$ cat src/rtl/microstep_pkg.sv
// ----------------------------------------------------------------------------
// microstep_pkg
// Shared definitions for the microstep driver family.
//   QS_00..QS_10 : forward Gray sequence of the encoder {A,B} lines
//                  (00 -> 01 -> 11 -> 10 -> 00)
//   CNT_W_DEF    : default width of position / index registers
//   PER_W_DEF    : default width of the step-period counter
//   gray_next()  : successor of a quadrature state in forward order
// ----------------------------------------------------------------------------
package microstep_pkg;

  localparam logic [1:0] QS_00 = 2'b00;
  localparam logic [1:0] QS_01 = 2'b01;
  localparam logic [1:0] QS_11 = 2'b11;
  localparam logic [1:0] QS_10 = 2'b10;

  localparam int CNT_W_DEF = 16;
  localparam int PER_W_DEF = 20;

  function automatic logic [1:0] gray_next(input logic [1:0] s);
    logic [1:0] n;
    case (s)
      QS_00:   n = QS_01;
      QS_01:   n = QS_11;
      QS_11:   n = QS_10;
      default: n = QS_00;
    endcase
    return n;
  endfunction

endpackage

$ cat src/rtl/enc_filter.sv
// ----------------------------------------------------------------------------
// enc_filter
// Conditions one raw encoder line: 2-flop synchroniser followed by a
// FILT_LEN-sample agreement filter clocked by the sample enable.
//   clk_i    : system clock
//   rst_ni   : asynchronous active-low reset
//   ce_i     : sample enable (one filter sample per asserted cycle)
//   line_i   : raw asynchronous encoder line
//   level_o  : filtered level (valid once primed_o is high)
//   primed_o : a first level has been accepted since reset
//   chg_o    : one-cycle strobe when an already primed level changes;
//              rise = chg_o & level_o, fall = chg_o & ~level_o
// ----------------------------------------------------------------------------
module enc_filter #(
  parameter int FILT_LEN = 3
) (
  input  logic clk_i,
  input  logic rst_ni,
  input  logic ce_i,
  input  logic line_i,
  output logic level_o,
  output logic primed_o,
  output logic chg_o
);

  // The first two samples after reset can only carry the synchroniser's
  // reset value, so acceptance waits until they have left the window.
  localparam int            FW       = $clog2(FILT_LEN + 3);
  localparam logic [FW-1:0] FILL_MAX = FW'(FILT_LEN + 2);

  logic                sync1_q, sync2_q;
  logic [FILT_LEN-2:0] hist_q, hist_d;
  logic [FW-1:0]       fill_q, fill_d;
  logic                level_q, level_d;
  logic                primed_q, primed_d;
  logic                chg_q, chg_d;
  logic [FILT_LEN-1:0] window;
  logic                all1, all0;

  always_comb begin
    window   = {hist_q, sync2_q};
    all1     = &window;
    all0     = ~|window;
    hist_d   = hist_q;
    fill_d   = fill_q;
    level_d  = level_q;
    primed_d = primed_q;
    chg_d    = 1'b0;
    if (ce_i) begin
      hist_d = window[FILT_LEN-2:0];
      if (fill_q != FILL_MAX) begin
        fill_d = fill_q + FW'(1);
      end
      if ((fill_q == FILL_MAX) && (all1 || all0)) begin
        if (!primed_q) begin
          // Priming loads the level silently: no change strobe.
          primed_d = 1'b1;
          level_d  = all1;
        end else if (level_q != all1) begin
          level_d = all1;
          chg_d   = 1'b1;
        end
      end
    end
  end

  always_ff @(posedge clk_i or negedge rst_ni) begin
    if (!rst_ni) begin
      sync1_q  <= 1'b0;
      sync2_q  <= 1'b0;
      hist_q   <= '0;
      fill_q   <= '0;
      level_q  <= 1'b0;
      primed_q <= 1'b0;
      chg_q    <= 1'b0;
    end else begin
      sync1_q  <= line_i;
      sync2_q  <= sync1_q;
      hist_q   <= hist_d;
      fill_q   <= fill_d;
      level_q  <= level_d;
      primed_q <= primed_d;
      chg_q    <= chg_d;
    end
  end

  assign level_o  = level_q;
  assign primed_o = primed_q;
  assign chg_o    = chg_q;

endmodule

$ cat src/rtl/quad_encoder_decoder.sv
// ----------------------------------------------------------------------------
// quad_encoder_decoder
// 4x quadrature decoder with index capture, step-period measurement and
// illegal-transition detection.
//   CLK, RST_N          : clock, asynchronous active-low reset
//   ENC_A/ENC_B/ENC_Z   : raw encoder lines (asynchronous)
//   CE                  : filter sample enable
//   CLR                 : synchronous clear of POS and the period counter
//   ERR_CLR             : synchronous clear of ERR
//   POS, DIR, CNT_PULSE : signed position, last direction, count strobe
//   IDX_POS, IDX_VLD    : POS captured on Z rising edge, capture strobe
//   PERIOD, PERIOD_VLD  : CLK cycles between the last two counts, strobe
//   ERR                 : sticky illegal-transition flag
// ----------------------------------------------------------------------------
module quad_encoder_decoder
  import microstep_pkg::*;
#(
  parameter int CNT_W    = CNT_W_DEF,
  parameter int PER_W    = PER_W_DEF,
  parameter int FILT_LEN = 3
) (
  input  logic                    CLK,
  input  logic                    RST_N,
  input  logic                    ENC_A,
  input  logic                    ENC_B,
  input  logic                    ENC_Z,
  input  logic                    CE,
  input  logic                    CLR,
  input  logic                    ERR_CLR,
  output logic signed [CNT_W-1:0] POS,
  output logic                    DIR,
  output logic                    CNT_PULSE,
  output logic signed [CNT_W-1:0] IDX_POS,
  output logic                    IDX_VLD,
  output logic [PER_W-1:0]        PERIOD,
  output logic                    PERIOD_VLD,
  output logic                    ERR
);

  logic a_lvl, a_pr, a_chg;
  logic b_lvl, b_pr, b_chg;
  logic z_lvl, z_pr, z_chg;

  enc_filter #(.FILT_LEN(FILT_LEN)) u_filt_a (
    .clk_i(CLK), .rst_ni(RST_N), .ce_i(CE), .line_i(ENC_A),
    .level_o(a_lvl), .primed_o(a_pr), .chg_o(a_chg)
  );

  enc_filter #(.FILT_LEN(FILT_LEN)) u_filt_b (
    .clk_i(CLK), .rst_ni(RST_N), .ce_i(CE), .line_i(ENC_B),
    .level_o(b_lvl), .primed_o(b_pr), .chg_o(b_chg)
  );

  enc_filter #(.FILT_LEN(FILT_LEN)) u_filt_z (
    .clk_i(CLK), .rst_ni(RST_N), .ce_i(CE), .line_i(ENC_Z),
    .level_o(z_lvl), .primed_o(z_pr), .chg_o(z_chg)
  );

  logic                    dec_primed_q, dec_primed_d;
  logic [1:0]              ab_q, ab_d;
  logic signed [CNT_W-1:0] pos_q, pos_d;
  logic                    dir_q, dir_d;
  logic                    cnt_pulse_q, cnt_pulse_d;
  logic signed [CNT_W-1:0] idx_pos_q, idx_pos_d;
  logic                    idx_vld_q, idx_vld_d;
  logic [PER_W-1:0]        per_cnt_q, per_cnt_d;
  logic [PER_W-1:0]        period_q, period_d;
  logic                    period_vld_q, period_vld_d;
  logic                    per_seen_q, per_seen_d;
  logic                    err_q, err_d;

  logic [1:0] cur_ab;
  logic       step_evt, illegal, cnt_fwd, cnt_rev, count, z_rise;

  always_comb begin
    cur_ab   = {a_lvl, b_lvl};
    // Held state is only meaningful once the decoder is primed; the filter
    // change strobes tell us which lines moved this cycle.
    step_evt = dec_primed_q && (a_chg || b_chg);
    illegal  = step_evt && a_chg && b_chg;
    cnt_fwd  = step_evt && !illegal && (cur_ab == gray_next(ab_q));
    cnt_rev  = step_evt && !illegal && (ab_q == gray_next(cur_ab));
    count    = cnt_fwd || cnt_rev;
    z_rise   = z_pr && z_chg && z_lvl;

    dec_primed_d = dec_primed_q;
    ab_d         = ab_q;
    if (!dec_primed_q) begin
      if (a_pr && b_pr) begin
        dec_primed_d = 1'b1;
        ab_d         = cur_ab;
      end
    end else begin
      ab_d = cur_ab;
    end

    pos_d       = pos_q;
    dir_d       = dir_q;
    cnt_pulse_d = count;
    if (cnt_fwd) begin
      pos_d = pos_q + CNT_W'(1);
      dir_d = 1'b1;
    end else if (cnt_rev) begin
      pos_d = pos_q - CNT_W'(1);
      dir_d = 1'b0;
    end
    if (CLR) begin
      pos_d = '0;
    end

    // Index capture sees the position after this cycle's count and clear.
    idx_pos_d = idx_pos_q;
    idx_vld_d = z_rise;
    if (z_rise) begin
      idx_pos_d = pos_d;
    end

    per_cnt_d    = (&per_cnt_q) ? per_cnt_q : per_cnt_q + PER_W'(1);
    period_d     = period_q;
    period_vld_d = 1'b0;
    per_seen_d   = per_seen_q;
    if (CLR) begin
      // A count coinciding with CLR starts a fresh measurement.
      per_cnt_d  = '0;
      per_seen_d = 1'b0;
    end else if (count) begin
      per_cnt_d  = PER_W'(1);
      per_seen_d = 1'b1;
      if (per_seen_q) begin
        period_d     = per_cnt_q;
        period_vld_d = 1'b1;
      end
    end

    err_d = err_q;
    if (illegal) begin
      err_d = 1'b1;
    end else if (ERR_CLR) begin
      err_d = 1'b0;
    end
  end

  always_ff @(posedge CLK or negedge RST_N) begin
    if (!RST_N) begin
      dec_primed_q <= 1'b0;
      ab_q         <= QS_00;
      pos_q        <= '0;
      dir_q        <= 1'b0;
      cnt_pulse_q  <= 1'b0;
      idx_pos_q    <= '0;
      idx_vld_q    <= 1'b0;
      per_cnt_q    <= '0;
      period_q     <= '0;
      period_vld_q <= 1'b0;
      per_seen_q   <= 1'b0;
      err_q        <= 1'b0;
    end else begin
      dec_primed_q <= dec_primed_d;
      ab_q         <= ab_d;
      pos_q        <= pos_d;
      dir_q        <= dir_d;
      cnt_pulse_q  <= cnt_pulse_d;
      idx_pos_q    <= idx_pos_d;
      idx_vld_q    <= idx_vld_d;
      per_cnt_q    <= per_cnt_d;
      period_q     <= period_d;
      period_vld_q <= period_vld_d;
      per_seen_q   <= per_seen_d;
      err_q        <= err_d;
    end
  end

  assign POS        = pos_q;
  assign DIR        = dir_q;
  assign CNT_PULSE  = cnt_pulse_q;
  assign IDX_POS    = idx_pos_q;
  assign IDX_VLD    = idx_vld_q;
  assign PERIOD     = period_q;
  assign PERIOD_VLD = period_vld_q;
  assign ERR        = err_q;

endmodule

$ cat config.mk
export PLATFORM = sky130hd
export DESIGN_NAME = quad_encoder_decoder
export DESIGN_NICKNAME = d
export VERILOG_FILES = /design/src/rtl/microstep_pkg.sv /design/src/rtl/enc_filter.sv /design/src/rtl/quad_encoder_decoder.sv
export SDC_FILE = /design/constraint.sdc
export NUM_CORES = 1
export LEC_CHECK = 0
export CAP_MARGIN = 20
export CORE_MARGIN = 8
export CORE_UTILIZATION = 57
export DETAILED_ROUTE_END_ITERATION = 6
export DONT_BUFFER_PORTS = 1
export PLACE_DENSITY = 0.77
export SYNTH_ARGS = -nofsm -noshare
export SYNTH_HDL_FRONTEND = slang
export SYNTH_SLANG_ARGS = --single-unit
$ cat constraint.sdc
create_clock -name CLK -period 1.9 [get_ports CLK]
set_input_delay 0.19 -clock CLK [delete_from_list [all_inputs] [get_ports CLK]]
set_output_delay 0.19 -clock CLK [all_outputs]
set_load 0.02 [all_outputs]
### Word-level counts from Yosys, hierarchy flattened

Index checks and enable logic that the tools add are counted.

* register bits after elaboration: 111
* memory bits (read-only): 0
* bits of input ports: 8
* bits in writable memories: 0
* memories: 0
* latch bits: 0
* word-level logic and storage cells: 142

* mux-type cells: 39
* bitwise gates (word level): 1
* reduce and logical (&&, ||, !) cells: 44
* multiply operators: 0
* shift-type cells: 0
* div/mod/pow operators: 0
* eq/ne operators: 19
* add/subtract/negate cells: 6
* $lt $le $gt $ge: 0

Operator list (number)
* two-way mux 20 bit: 3
* two-way mux 16 bit: 3
* two-way mux 1 bit: 29
* AND reduction 3 bit: 7
* adder 20 x 1 -> 20 bit, second input constant: 1
* AND reduction 20 bit: 1
* adder 16 x 2 -> 16 bit, second input constant: 1
* subtractor 16 x 2 -> 16 bit, second input constant: 1
* logical AND 1 bit: 12
* inequality test 3 bit, second input constant: 4
* case mux 2 bit (3 select lines): 2
* AND reduction 2 bit: 6
* adder 3 x 1 -> 3 bit, second input constant: 3
* == test 3 bit, second input constant: 3
* OR reduction 3 bit: 3
* nonzero test 2 bit: 4
* inequality test 2 bit, second input constant: 3
* logical OR 1 bit: 5
* == test 2 x 1 -> 1 bit, second input constant: 2
* == test 2 bit: 2
* == test 2 bit, second input constant: 2
* zero test 1 bit: 4
* zero test 2 bit: 2
* two-way mux 2 bit: 2
* 2 further kinds: 4

### Depth between registers and ports, before layout

Gate-level depths: netlist of the first run.

* depth after elaboration: 10
* gate-level depth with buffers: 8
* depth with buffers taken out: 7

### Hierarchy

Synthesis of the first run repeated with hierarchy kept, for this count alone.

* cells, all modules: 491
* area, all modules: 5225.0 um2

Modules (own cells, without submodules)
* quad_encoder_decoder: instances 1, area an instance 3971.3 um2, seq. area each 2026.9 um2, cells each 389
* enc_filter: instances 3, area an instance 417.9 um2, seq. area each 250.2 um2, cells each 34

### Worst setup path after synthesis of the first run

OpenSTA, ideal clock, no wires.

* kind: register -> register
* start point: register u_filt_a.level_q (netlist: u_filt_a.level_o)
* end point: register period_q[0] (netlist: PERIOD[0])
* setup time: 0.125 ns
* data arrival time: 1.796 ns
* cell stages (with the launch flop): 8
* data required time: 1.775 ns
* slack: -0.021 ns
* path through: dfrtp_1 > clkbuf_2 > xnor2_2 > nand2_2 > a21oi_4 > and3b_4 > buf_12 > mux2_4

* longest elaborated chain between the ends: 6
* elaborated cells on any way between the ends: 10
* those cells by class: eq/ne (4); mux (1); reduce/logical (5)

RTL lines
* start, declared: RTL line enc_filter.sv:34 `logic level_q, level_d;`
* start signal, assigned: RTL line enc_filter.sv:81 `level_q <= level_d;`
* == test 2 bit (tied with other cells): RTL line microstep_pkg.sv:22 `case (s)`
* case mux 2 bit (3 select lines): RTL line microstep_pkg.sv:22
* == test 2 bit: RTL line quad_encoder_decoder.sv:82 `cnt_rev = step_evt && !illegal && (ab_q == gray_next(cur_ab));`
* logical AND 1 bit: RTL line quad_encoder_decoder.sv:82
* logical OR 1 bit (*): RTL line quad_encoder_decoder.sv:83 `count = cnt_fwd || cnt_rev;`
* via cnt_pulse_d: RTL line quad_encoder_decoder.sv:63 `logic cnt_pulse_q, cnt_pulse_d;`
* AND reduction 3 bit (no line) (*)
* end signal, assigned: RTL line quad_encoder_decoder.sv:166 `period_q <= period_d;`
* end, declared: RTL line quad_encoder_decoder.sv:67 `logic [PER_W-1:0] period_q, period_d;`

Mark *: on every way through the listed nets, which the timed path passes. The rest lies on a longest branch.
A chain may end at the register's enable or synchronous reset.

### Worst setup path after layout of the first run

* start point: register pos_q[8] (netlist: POS[8])
* end point: register idx_pos_q[11] (netlist: IDX_POS[11])

* longest elaborated chain between the ends: 4
* elaborated cells on any way between the ends: 5
* those cells by class: add/sub (2); mux (3)

RTL lines
* start, declared: RTL line quad_encoder_decoder.sv:61 `logic signed [CNT_W-1:0] pos_q, pos_d;`
* start signal, assigned: RTL line quad_encoder_decoder.sv:160 `pos_q <= pos_d;`
* subtractor 16 x 2 -> 16 bit: RTL line quad_encoder_decoder.sv:104 `pos_d = pos_q - CNT_W'(1);`
* two-way mux 16 bit: RTL line quad_encoder_decoder.sv:103 `end else if (cnt_rev) begin`
* two-way mux 16 bit (*): RTL line quad_encoder_decoder.sv:100 `if (cnt_fwd) begin`
* two-way mux 16 bit (*): RTL line quad_encoder_decoder.sv:107 `if (CLR) begin`
* end signal, assigned: RTL line quad_encoder_decoder.sv:163 `idx_pos_q <= idx_pos_d;`
* end, declared: RTL line quad_encoder_decoder.sv:64 `logic signed [CNT_W-1:0] idx_pos_q, idx_pos_d;`

Mark *: on every way between the ends. The rest lies on a longest branch, timed or not.

==> metrics.txt, run 1 <==
outcome finished, violations left; failing checks hold timing, setup timing; Yosys top cell area share 0.5339; root buf cell clkbuf_8; post-synthesis cell count 476; Worst VDD drop between 0.5 and 0.6 mV; Hold WS -0.4954 ns; post-layout power around 0.0054 W; Syn Nets slightly below 500; Rows 35; Area Overhead vs Synth 14.33%; DIE WIDTH 111.5 um; vias per inst 5.837; CP Max Fanout 8; Switching Power 0.001683 W; drt total wl 10690 um; GR Overflow Total 0; post-route ant nets 0; initial antenna violation count 0; CP required roughly 2.2 ns; DRT Pass-1 Iters 4; Max Fclk 0.5076 GHz; Slew HR 0.5000; Setup-failing EPs final 4; CTS H-Tree Depth 3; # DRC 0; Util after Layout 0.6562; CTS Buf Count 9; ys async rst share 1.000; number of synthesized flops with an enable pin 0; Die Span Y approximately 110 um; largest area contributor in the netlist dfrtp_1; filler cell count between 600 and 700; Hold Violations, Final 111; core area 9065 sq um; top cells by count, synth 111 x dfrtp_1, 49 x nor2_1, 48 x nand2_1, 23 x nand3_1, 21 x o21ai_0; final setup margin -0.07021 ns; worst endpoint data arrival time 2.26 ns; Tot GR Track Use 0.1725; Seq/Total Area, Yosys 0.5339; n_diodes 0; Crit-path slowest cell dfrtp_1; most frequent cell after synthesis dfrtp_1; slowest stage delay, CP 0.47 ns; IO Count 65; Initial Utilization 0.5739; DR vias 3695; hold_buf cts 7; PortBufs 0; DP HPWL just over 7000 um; Layout Skew 0.01401 ns; synth top area cells dfrtp_1 53%, mux2_4 5.5%, nor2_1 3.5%; CP endpoint kind register; Clock Latency Late Sink approximately 0.37 ns; minimum clock period 1.970 ns; layout cell share with drive strength beyond 1 0.2318; routability cong. 0.8488; CTS tree done; WS Path Type register to register; Clock Power Share 0.258; FF+latch count, synth 111; combinational cell fraction of total power 0.162; count of maximum capacitance violations 0; post-DR wirelength/cell 16.89 um; worst min-delay path class input port to async pin; LEAKAGE 2.572 nW; startpoint types register; P_int approximately 0.0037 W; clk buf depth 2; RSZ-0062 raised after global routing yes; Main synth FF type dfrtp_1; Avg Cell Area, Syn ~11 sq um; 1st-iter DRT viols ~180; Power Density 910.9 nW/um^2; fin. max-slew vios 0; Most Frequent Cell on Critical Path nor3_1; worst-margin pin slew 0.7475 ns; largest net degree at the start of global routing 112; period utilization 1.037; Layout Nets approximately 540; critical-path cell list nor3_1, nand4_1, nor3_1, a22oi_1, xor2_1, o21ai_0; first-pass GRT wire length 17640 um; Synth Cell Area 5202 sq um; Clock Pin Slew Worst Setup and Hold Paths about 0.11 ns; sw frac 0.3106; die area around 12000 sq um; Reg power frac 0.580; total number of yosys warnings 0; vias in the first global route between 3000 and 4000; synth unique cells 54; CTS Sinks 111
[area by class of cell]
class,count,area [sq um],share of cell area
Sequential cell,111,2788,0.4687
Multi-Input combinational cell,337,2396,0.4028
Timing Repair Buffer,47,386.6,0.06500
Tap cell,111,138.9,0.02335
Clock buffer,9,123.9,0.02082
Clock inverter,6,70.07,0.01178
Inverter,12,45.04,0.007573
[registers in the layout (all words and copies together) (netlist names), 3 cells and up]
register         count
per_cnt_q           20
PERIOD              20
IDX_POS             16
u_filt_b.fill_q      3
u_filt_a.fill_q      3
u_filt_z.fill_q      3
POS                 16
[per-layer routing]
metal,up-vias,routed length [um],GRT usage
met5,-,0,0
met1,1820,4857,0.2273
met2,108,4995,0.2622
li1,1752,-,-
met3,15,681,0.04383
met4,0,159,0.08022
[layout by cell type, fill, tap and decap left out, types with 9 or more instances in the layout]
cell | synthesis | final
ha_1 | 9 | 9
xor2_1 | 17 | 16
nor3_1 | 13 | 9
clkbuf_8 | 0 | 9
xnor2_1 | 16 | 15
a21oi_1 | 16 | 16
o21ai_0 | 21 | 21
nand4_1 | 9 | 9
buf_4 | 1 | 38
nand3_1 | 23 | 21
nor2_1 | 49 | 49
inv_1 | 12 | 12
mux2_2 | 9 | 9
mux2_4 | 19 | 19
dfrtp_1 | 111 | 103
nand2_1 | 48 | 48
[power groups by stage]
stage | registers [W] | logic [W] | clock network, W
6_report | 0.00314 | 0.000880 | 0.00140
5_1_grt | 0.00319 | 0.00100 | 0.00152
4_1_cts | 0.00314 | 0.000833 | 0.00144
3_5_place_dp | 0.00319 | 0.000787 | 0
3_3_place_gp | 0.00316 | 0.000742 | 0
2_1_floorplan | 0.00311 | 0.000640 | 0
[repair_timing]
action	4_1_cts	5_1_grt
resized for setup	3	22
endpoints found under the setup margin	9	56
endpoints found under the hold margin	143	111
pin swaps	1	9
buffers inserted	3	8
[final timing paths]
check | cells past startpoint | slack (ns) | from | end
max | 6 | -0.07 | POS[8]$_DFF_PN0_ | IDX_POS[11]$_DFFE_PN0P_
min in group CLK | 2 | 0.01 | CE | u_filt_z.fill_q[0]$_DFFE_PN0P_
min | 0 | -0.50 | RST_N | PERIOD[16]$_DFFE_PN0P_
max reg2reg | 6 | -0.07 | POS[8]$_DFF_PN0_ | IDX_POS[11]$_DFFE_PN0P_
min reg2reg | 0 | 0.36 | u_filt_z.sync1_q$_DFF_PN0_ | u_filt_z.sync2_q$_DFF_PN0_
max in group asynchronous | 0 | 2.18 | RST_N | u_filt_b.level_o$_DFFE_PN0P_
[kinds of logic (layout without fill, tap and decap cells)]
family | after synthesis | in the layout | share of synthesized area
simple gates | 194 | 194 | 0.1914
flops | 111 | 111 | 0.5339
compound gates | 68 | 68 | 0.07961
xor+xnor | 36 | 36 | 0.06710
mux | 30 | 30 | 0.07816
buf+inv | 28 | 74 | 0.02814
fa+ha+maj | 9 | 9 | 0.02165
[through the flow]
step	instances	hold WS, ns	setup TNS, ns	setup slack, ns	cell area [sq um]
floorplan	476	-0.1056	0	0.006958	5229
global placement	600	-0.1021	0	0.03571	5497
detailed placement	600	-0.1025	-0.1287	-0.02047	5497
CTS	625	-0.5154	0	0.001239	5797
global route	633	-0.5247	-0.9704	-0.1586	5948
finish	633	-0.4954	-0.1713	-0.07021	5948
[worst max-delay path, delay by kind of cell (launching register included)]
family,cells,cell delay [ns]
DFF,1,0.47
AOI/OAI and AO/OA,2,0.35
xor gates and xnor gates,1,0.17
and+or+nand+nor,3,0.91
No activity file was read; power rests on OpenSTA's default activity.
==> run 2: changes to the inputs <==
--- a/config.mk
+++ b/config.mk
@@ -10,7 +10,8 @@
 export CORE_UTILIZATION = 57
 export DETAILED_ROUTE_END_ITERATION = 6
 export DONT_BUFFER_PORTS = 1
-export PLACE_DENSITY = 0.77
+export PLACE_DENSITY = 0.75
+export SETUP_SLACK_MARGIN = 0.2
 export SYNTH_ARGS = -nofsm -noshare
 export SYNTH_HDL_FRONTEND = slang
 export SYNTH_SLANG_ARGS = --single-unit
==> run 2 against run 1 <==
  * Global-route usage rose by 1.5 points
  * Register-to-register slack got worse by 0.10 ns
  * Hold slack worse by 0.041 ns
  * Non-clock buffer count rose by 25
  * Cell count rose by 4.1%
  * First-iteration DRC count grew 57%
  * Die area unchanged
  * Flip-flop and latch count unchanged
  * The flow still finishes with violations (hold timing, setup timing)
  * Clock power up 3%
  * Worst setup slack got worse by 0.10 ns
  * Critical path depth is the same
  * Largest cell class is now multi-input combinational cells
  * Total power is 4.2% higher
==> metrics.txt, run 2 (synthesis results as in run 1) <==
R2R Setup Slk -0.17 ns (-0.10 ns); core area 9065 sq um (unchanged); worst-margin pin slew 0.9313 ns (+0.1838 ns); WS Path Type register to register; worst slack after detailed placement -0.02839 ns (-0.007926 ns); GR Overflow Total 0 (unchanged); startpoint types register; post-DR wirelength/cell 21.26 um (+26%); IO Count 65 (unchanged); root buf cell clkbuf_8; most frequent cells in the layout 100 x dfrtp_1, 47 x nand2_1, 46 x buf_4, 35 x nor2_1, 20 x mux2_4; Area Overhead vs Synth 28.91%; 1st-iter DRT viols 287 (+57%); outcome finished, violations left; # DRC 0 (unchanged); worst min-delay path class input port to async pin; initial antenna violation count 0 (unchanged); final setup margin -0.1724 ns (-0.1022 ns); DR vias 4181 (+13%); count of maximum capacitance violations 0 (unchanged); DP HPWL 7220 um (+2.0%); DIE WIDTH 111.5 um (unchanged); LEAKAGE 2.830 nW (+10%); Power Density 841.8 nW/um^2 (-7.6%); Rows 35 (unchanged); non-filler instance count after layout 659 (+4.1%); Worst VDD drop 0.7465 mV (+35%); vias in the first global route 3814 (+6.9%); Die Span Y 111.5 um (unchanged); Slew HR 0.3771 (-0.1230); filler cell count 525 (-24%); vias per inst 6.344 (+8.7%); Setup-failing EPs final 22 (+18); dpl cells 599 (-0.17%); Max Fclk 0.4825 GHz (-4.9%); Util after Layout 0.7398 (+0.08364); minimum clock period 2.072 ns (+0.1022 ns); worst endpoint data arrival time 2.37 ns (+0.11 ns); Multi-input gate area 2823 sq um (+18%); Hold Violations, Final 111 (unchanged); PortBufs 0 (unchanged); drt total wl 14010 um (+31%); die area 12440 sq um (unchanged); Layout Nets 560 (+4.7%); RSZ-0062 raised after global routing yes; Clock Pin Slew Worst Setup and Hold Paths 0.12 ns (about the same); Initial Utilization 0.5739 (unchanged); Layout Skew 0.01722 ns (+0.003212 ns); post-route ant nets 0 (unchanged); routability cong. 0.8576 (+1.0%); period utilization 1.091 (+0.05379); Register Area 2791 sq um (+0.13%); CTS Buf Count 9 (unchanged); CTS Sinks 111 (unchanged); failing checks hold timing, setup timing; layout cell share with drive strength beyond 1 0.3796 (+0.1478); CP Max Fanout 8 (unchanged); CP required 2.20 ns (about the same); commonest non-fill, non-tap cell in the layout dfrtp_1; clk buf depth 2 (unchanged); n_diodes 0 (unchanged); fin. max-slew vios 0 (unchanged); largest net degree at the start of global routing 112 (unchanged); CTS tree done; first-pass GRT wire length 18860 um (+6.9%); CTS H-Tree Depth 3 (unchanged); Tot GR Track Use 0.1874 (+0.01487); Clock Latency Late Sink 0.40 ns (+0.03 ns); DRT Pass-1 Iters 6 (+2); Hold WS -0.5366 ns (-0.04124 ns); CP endpoint kind register
run 2: per-layer routing:
layer,part of all wire,track usage,vias to the layer above
li1,-,-,1805
met1,0.38,0.2279,2063
met2,0.49,0.3115,243
met3,0.085,0.04708,70
met4,0.042,0.07840,0
met5,0,0,-
run 2: worst max-delay path, cell delays in order, from the launching register on:
cell	delay (ns)
dfrtp_2	0.51
nor3_1	0.31
nand4_1	0.31
nor3_4	0.27
a22oi_2	0.13
xor2_1	0.18
o21ai_0	0.27
run 2: final cells by class:
cell class,count,area share
multi-input cells,337,0.4209
clock buffers,9,0.01847
well taps,111,0.02071
inverters,12,0.006716
clock inverters,7,0.01045
flip-flops and latches,111,0.4162
repair buffers,72,0.1065
run 2: repair_timing:
| action | CTS | global route |
|---|---|---|
| setup buffers | 22 | 14 |
| setup endpoints to repair | 63 | 70 |
| resized for setup | 49 | 81 |
| hold endpoints to repair | 146 | 130 |
| pin swaps | 30 | 39 |
| hold buffers | 5 | 1 |
| gates cloned | 2 | 0 |
run 2: per-stage QoR:
stage	setup TNS (ns)	cell area (sq um)	total power [W]
floorplan	0	5253	0.003755
global placement	0	5507	0.003894
detailed placement	-0.1783	5507	0.003968
CTS	0	6206	0.005526
global route	-2.305	6706	0.005905
finish	-0.5944	6706	0.005646
run 2: final timing paths:
path / end / startpoint / depth (start not counted)
worst max-delay path: IDX_POS[11]$_DFFE_PN0P_ / POS[8]$_DFF_PN0_ / 6
worst min-delay path: POS[8]$_DFF_PN0_ / RST_N / 0
worst max register to register: IDX_POS[11]$_DFFE_PN0P_ / POS[8]$_DFF_PN0_ / 6
worst min register to register: u_filt_a.sync2_q$_DFF_PN0_ / u_filt_a.sync1_q$_DFF_PN0_ / 0
max in group asynchronous: u_filt_b.chg_o$_DFF_PN0_ / RST_N / 0
min in group CLK: u_filt_a.fill_q[2]$_DFFE_PN0P_ / CE / 2
run 2: power breakdown:
part / switching [W] / internal (W) / leakage [nW] / total (W)
clock network: 0.000921 / 0.000524 / 0.0981 / 0.00144
logic: 0.000567 / 0.000516 / 1.37 / 0.00108
registers: 0.000444 / 0.00267 / 1.37 / 0.00312
